[src/rtl/act_requant.sv]
// act_requant: collects M signed accumulator values from an upstream serial
// stream, applies optional ReLU, rounding arithmetic right shift and
// saturation to DATA_WIDTH. When a frame is complete it presents the packed
// vector with the index of its largest element and holds it until the
// consumer acknowledges.
//
// Ports:
//   clk        rising-edge clock
//   rst        synchronous active-high reset
//   in_data    signed ACC_WIDTH element from upstream
//   in_valid   in_data valid this cycle
//   in_done    end-of-frame pulse
//   out_vec    packed vector, element i at [i*DATA_WIDTH +: DATA_WIDTH]
//   vec_valid  out_vec / max_idx hold a complete frame
//   vec_ack    consumer has taken the vector
//   max_idx    index of largest element (lowest index on ties)
//   busy       frame partially collected
//   err        sticky protocol-error flag
module act_requant #(
    parameter int DATA_WIDTH = 8,
    parameter int ACC_WIDTH  = 32,
    parameter int M          = 3,
    parameter int SHIFT      = 0,
    parameter int RELU       = 1
) (
    input  logic                                 clk,
    input  logic                                 rst,
    input  logic signed [ACC_WIDTH-1:0]          in_data,
    input  logic                                 in_valid,
    input  logic                                 in_done,
    output logic [M*DATA_WIDTH-1:0]              out_vec,
    output logic                                 vec_valid,
    input  logic                                 vec_ack,
    output logic [((M > 1) ? $clog2(M) : 1)-1:0] max_idx,
    output logic                                 busy,
    output logic                                 err
);

    localparam int CW      = $clog2(M + 1);
    localparam int IDX_W   = (M > 1) ? $clog2(M) : 1;
    localparam int AW1     = ACC_WIDTH + 1;
    localparam int RND_POS = (SHIFT > 0) ? SHIFT - 1 : 0;

    localparam logic [CW-1:0] CNT_FULL = CW'(M);

    // Half-LSB of the shifted result, giving round-half-up.
    localparam logic signed [ACC_WIDTH:0] RND =
        (SHIFT > 0) ? (AW1'(1) << RND_POS) : '0;
    localparam logic signed [ACC_WIDTH:0] SAT_MAX =
        {{(ACC_WIDTH-DATA_WIDTH+2){1'b0}}, {(DATA_WIDTH-1){1'b1}}};
    localparam logic signed [ACC_WIDTH:0] SAT_MIN =
        {{(ACC_WIDTH-DATA_WIDTH+2){1'b1}}, {(DATA_WIDTH-1){1'b0}}};

    typedef enum logic {
        COLLECT,
        HOLD
    } state_t;

    state_t                        state_q, state_d;
    logic [CW-1:0]                 cnt_q, cnt_d;
    logic                          err_q, err_d;
    logic signed [DATA_WIDTH-1:0]  elem_q [M];
    logic signed [DATA_WIDTH-1:0]  elem_d [M];

    logic signed [ACC_WIDTH:0]     x_ext;
    logic signed [ACC_WIDTH:0]     sum;
    logic signed [ACC_WIDTH:0]     shifted;
    logic signed [DATA_WIDTH-1:0]  res;

    // Requantise the incoming element.
    always_comb begin
        x_ext = {in_data[ACC_WIDTH-1], in_data};
        if ((RELU != 0) && in_data[ACC_WIDTH-1]) begin
            x_ext = '0;
        end
        sum     = x_ext + RND;
        shifted = sum >>> SHIFT;
        if (shifted > SAT_MAX) begin
            res = SAT_MAX[DATA_WIDTH-1:0];
        end else if (shifted < SAT_MIN) begin
            res = SAT_MIN[DATA_WIDTH-1:0];
        end else begin
            res = shifted[DATA_WIDTH-1:0];
        end
    end

    // Next-state logic. in_done is judged on the count after any
    // same-cycle write, so cnt_w carries the post-write count.
    logic [CW-1:0] cnt_w;

    always_comb begin
        state_d = state_q;
        cnt_d   = cnt_q;
        err_d   = err_q;
        cnt_w   = cnt_q;
        for (int unsigned i = 0; i < M; i++) begin
            elem_d[i] = elem_q[i];
        end
        case (state_q)
            COLLECT: begin
                if (in_valid) begin
                    if (cnt_q < CNT_FULL) begin
                        for (int unsigned i = 0; i < M; i++) begin
                            if (cnt_q == CW'(i)) begin
                                elem_d[i] = res;
                            end
                        end
                        cnt_w = cnt_q + CW'(1);
                    end else begin
                        err_d = 1'b1;
                    end
                end
                cnt_d = cnt_w;
                if (in_done) begin
                    if (cnt_w == CNT_FULL) begin
                        state_d = HOLD;
                    end else begin
                        err_d = 1'b1;
                        cnt_d = '0;
                    end
                end
            end
            HOLD: begin
                if (in_valid || in_done) begin
                    err_d = 1'b1;
                end
                if (vec_ack) begin
                    state_d = COLLECT;
                    cnt_d   = '0;
                end
            end
            default: begin
                state_d = COLLECT;
                cnt_d   = '0;
            end
        endcase
    end

    always_ff @(posedge clk) begin
        if (rst) begin
            state_q <= COLLECT;
            cnt_q   <= '0;
            err_q   <= 1'b0;
            for (int unsigned i = 0; i < M; i++) begin
                elem_q[i] <= '0;
            end
        end else begin
            state_q <= state_d;
            cnt_q   <= cnt_d;
            err_q   <= err_d;
            for (int unsigned i = 0; i < M; i++) begin
                elem_q[i] <= elem_d[i];
            end
        end
    end

    // Argmax over the stored elements; strict '>' keeps the lowest index on ties.
    logic signed [DATA_WIDTH-1:0] best;

    always_comb begin
        best    = elem_q[0];
        max_idx = '0;
        for (int unsigned i = 1; i < M; i++) begin
            if (elem_q[i] > best) begin
                best    = elem_q[i];
                max_idx = IDX_W'(i);
            end
        end
    end

    always_comb begin
        out_vec = '0;
        for (int unsigned i = 0; i < M; i++) begin
            out_vec[i*DATA_WIDTH +: DATA_WIDTH] = elem_q[i];
        end
    end

    assign vec_valid = (state_q == HOLD);
    assign busy      = (state_q == COLLECT) && (cnt_q != '0);
    assign err       = err_q;

endmodule

[config.mk]
export PLATFORM = sky130hd
export DESIGN_NAME = act_requant
export DESIGN_NICKNAME = d
export VERILOG_FILES = /design/src/rtl/act_requant.sv
export SDC_FILE = /design/constraint.sdc
export NUM_CORES = 1
export LEC_CHECK = 0
export CELL_PAD_IN_SITES_DETAIL_PLACEMENT = 1
export CELL_PAD_IN_SITES_GLOBAL_PLACEMENT = 2
export CORE_MARGIN = 2
export CORE_UTILIZATION = 24
export CTS_BUF_LIST = sky130_fd_sc_hd__clkbuf_8
export DETAILED_ROUTE_END_ITERATION = 8
export GPL_ROUTABILITY_DRIVEN = 0
export GPL_TIMING_DRIVEN = 0
export PLACE_DENSITY = 0.86
export SYNTH_ARGS = -nofsm -noshare
export SYNTH_HDL_FRONTEND = slang
export SYNTH_SLANG_ARGS = --single-unit
[constraint.sdc]
create_clock -name clk -period 4.4 [get_ports clk]
set_clock_uncertainty 0.15 [all_clocks]
set_input_delay 0.88 -clock clk [delete_from_list [all_inputs] [get_ports clk]]
set_output_delay 0.88 -clock clk [all_outputs]
set_load 0.01 [all_outputs]
==> insert_results.sql <==
INSERT INTO impl_metrics (metric_group, metric, value, unit) VALUES
('die', 'floorplan.core_area', '6390', 'sq um'),
('worst_hold_path', 'whs_path_depth', '2', ''),
('logic_synthesis', 'synth_top_family_by_area', 'simple AND/OR/NAND/NOR gates', ''),
('setup_path', 'worst_ep_arrival', '3.21', 'ns'),
('logic_synthesis', 'post-synth-top-area-cell', 'sky130_fd_sc_hd__dfxtp_1', ''),
('die', 'initial_utilization', '0.249', ''),
('cts', 'cts_tree', 'done', ''),
('logic_synthesis', 'number_of_synthesized_flops_with_an_enable_pin', '0', ''),
('logic_synthesis', 'share_of_cell_area_taken_by_muxes_after_synthesis', '0.0764', ''),
('sta', 'whs', '0.339', 'ns'),
('sta', 'count_of_final_setup_violators', '0', ''),
('final_layout', 'layout.nets', '322', ''),
('sta', 'finalHoldViolCount', '0', ''),
('drt', 'detail_route.iter0.violations', '28', ''),
('outcome', 'outcome', 'complete, no violations', ''),
('setup_path', 'timing_worst_setup_path_type', 'reg2out', ''),
('logic_synthesis', 'syn_nets', '242', ''),
('die', 'floorplan.die_area', '7280', 'sq um'),
('power_and_ir_drop', 'power.density', '249', 'nW/um^2'),
('worst_hold_path', 'worstHoldPathType', 'reg2reg', ''),
('die', 'rows', '29', ''),
('power_and_ir_drop', 'power.static_leakage', '0.996', 'nW'),
('global_route', 'grt_first_pass_wirelength', '8230', 'microns'),
('die', 'die-width', '85.3', 'microns'),
('final_layout', 'layout-area-overhead-vs-synth', '62.6', '%'),
('global_route', 'grtUsageTotal', '0.142', ''),
('final_layout', 'fin_util', '0.404', ''),
('cts', 'clock-root-buffer', 'sky130_fd_sc_hd__clkbuf_8', ''),
('final_layout', 'diodes', '0', ''),
('logic_synthesis', 'post_synth_main_area_contributors', 'sky130_fd_sc_hd__dfxtp_1, sky130_fd_sc_hd__ha_1, sky130_fd_sc_hd__o21ai_0, sky130_fd_sc_hd__nand2_1, sky130_fd_sc_hd__mux2i_1', ''),
('drt', 'aggregate_routed_wire_length', '5040', 'microns'),
('logic_synthesis', 'synth.distinct_cells', '36', ''),
('power_and_ir_drop', 'p_int', '0.463', 'mW'),
('logic_synthesis', 'share_of_the_synthesized_area_in_the_top_cell_type', '0.353', ''),
('logic_synthesis', 'synth_flop_cell', 'sky130_fd_sc_hd__dfxtp_1', ''),
('final_layout', 'mostFrequentLayoutCells', 'sky130_fd_sc_hd__clkdlybuf4s50_1, sky130_fd_sc_hd__nand2_1, sky130_fd_sc_hd__o21ai_0', ''),
('logic_synthesis', 'synth.avg_cell_area', '8.40', 'sq um'),
('cts', 'clk-insertion-delay-late', '0.27', 'ns'),
('flow_run', 'maxCapViolCount', '0', ''),
('worst_hold_path', 'min_to', 'err', ''),
('global_route', 'number_of_antenna_violations_at_the_first_check_in_global_routing', '0', ''),
('setup_path', 'timing.rr.end', 'elem_q[0][5]', ''),
('logic_synthesis', 'parity_gate_share_of_the_synthesized_area_counting_xor_and_xnor_cells', '0.00552', ''),
('cts', 'ctsLongestPathBuffers', '2', ''),
('cts', 'tritoncts_num_sinks', '28', ''),
('drt', 'routed_length_per_instance', '14.6', 'microns'),
('final_layout', 'final_cells', '345', ''),
('power_and_ir_drop', 'switching_share_of_power', '0.281', ''),
('placed_design', 'io_buffer_count', '64', ''),
('power_and_ir_drop', 'power.combinational.fraction', '0.328', ''),
('setup_path', 'worstPathRequired', '3.37', 'ns'),
('cts', 'cts_hold_buffers', '0', ''),
('cts', 'worst_setup_hold_path_clk_slew', '0.10', 'ns'),
('power_and_ir_drop', 'power.ir.vdd_worst', '0.000126', 'V'),
('logic_synthesis', 'postSynth.asyncResetShare', '0', ''),
('cts', 'tritoncts_buffers', '3', ''),
('setup_path', 'timing.critical_path.from_type', 'flop', ''),
('setup_path', 'worst_r2r_startpoint', 'vec_valid', ''),
('sta', 'finalCritPeriodShare', '0.963', ''),
('setup_path', 'depth_of_the_worst_register_to_register_path', '5', ''),
('drt', 'drt_first_pass_iters', '4', ''),
('sta', 'setup_slack', '0.162', 'ns'),
('drt', 'post-route-drc-count', '0', ''),
('setup_path', 'r2r_setup_slack', '2.50', 'ns'),
('logic_synthesis', 'post_synth_instance_area', '1590', 'sq um'),
('sta', 'worstMarginPinSlew', '0.772', 'ns'),
('final_layout', 'layout-drive-gt1-share', '0.190', ''),
('power_and_ir_drop', 'power.switching', '0.181', 'mW'),
('logic_synthesis', 'synth.yosys.seq_area_share', '0.353', ''),
('drt', 'ant_nets', '0', ''),
('power_and_ir_drop', 'post-layout-total-power', '0.644', 'mW');
-- cell type report --
cell class,count,area (sq um)
fill,753,3800
timing repair buffer,75,713
sequential,28,574
tap,77,96.3
multi-input combinational,145,1080
inverter,12,45.0
clock buffer,4,55.1
buffer,4,15.0
-- cell usage after synthesis (all sizes together) (2+ instances only) --
cell      n
a2111oi   2
a211oi    2
a21o      2
a21oi     8
and2      3
clkbuf    4
dfxtp    28
ha       16
inv      12
mux2      3
mux2i     8
nand2    31
nand2b    4
nand3     2
nor2     15
nor2b     4
nor3      3
nor4      6
o21ai    24
-- power groups by stage --
stage	Sequential (mW)	Combinational (mW)	Clock, mW
after floorplan	0.277	0.0918	0
after global placement	0.275	0.172	0
after detailed placement	0.275	0.175	0
after CTS	0.268	0.204	0.170
after global routing	0.269	0.230	0.181
final	0.268	0.211	0.165
-- kinds of logic after synthesis --
family	count (synthesis)
XOR/XNOR	1
flip-flops	28
AO/OA/AOI/OAI	44
buffers and inverters	16
multiplexers	11
adder cells (fa/ha/maj)	16
AND/OR/NAND/NOR	73
-- layer usage --
metal	track usage	vias up	wire (microns)	share of wire
li1	-	817	-	-
met1	0.157	771	2060	0.41
met2	0.263	59	2560	0.51
met3	0.0457	4	371	0.074
met4	0.0303	0	50	0.0099
met5	0	-	0	0
-- state kept, by name, indices dropped and copies added, names as in the netlist --
signal	flops
cnt_q	2
elem_q	24
err	1
vec_valid	1
-- worst max-delay path, stage by stage, from the launching register on --
cell	delay (ns)
sky130_fd_sc_hd__dfxtp_2	0.36
sky130_fd_sc_hd__inv_1	0.07
sky130_fd_sc_hd__ha_4	0.28
sky130_fd_sc_hd__nand2_4	0.07
sky130_fd_sc_hd__a2111oi_4	0.34
sky130_fd_sc_hd__a311oi_2	0.10
sky130_fd_sc_hd__mux2_4	0.38
sky130_fd_sc_hd__buf_4	0.16
sky130_fd_sc_hd__mux2i_1	0.12
sky130_fd_sc_hd__ha_1	0.28
sky130_fd_sc_hd__nand3_1	0.09
sky130_fd_sc_hd__o21bai_1	0.18
sky130_fd_sc_hd__a211oi_2	0.29
sky130_fd_sc_hd__nor2_1	0.06
sky130_fd_sc_hd__buf_2	0.14
-- how the worst max path moves through the flow --
stage                             from    endpoint  slack, ns  cells past startpoint
after floorplan           elem_q[0][5]  max_idx[0]       0.34                     13
after global placement    elem_q[0][5]  max_idx[1]      -0.36                     12
after detailed placement  elem_q[0][5]  max_idx[1]      -0.42                     12
after CTS                 elem_q[0][3]  max_idx[0]      0.001                     14
after global routing      elem_q[0][6]  max_idx[0]      -0.02                     14
final                     elem_q[0][6]  max_idx[0]       0.16                     14
-- timing repair --
action	in CTS	in global routing
buffers inserted	10	1
resized for setup	18	18
endpoints found under the hold margin	0	0
endpoints found under the setup margin	2	2
gates cloned	0	0
pin swaps	5	7
Note: power is estimated with default switching activity, not from simulation.
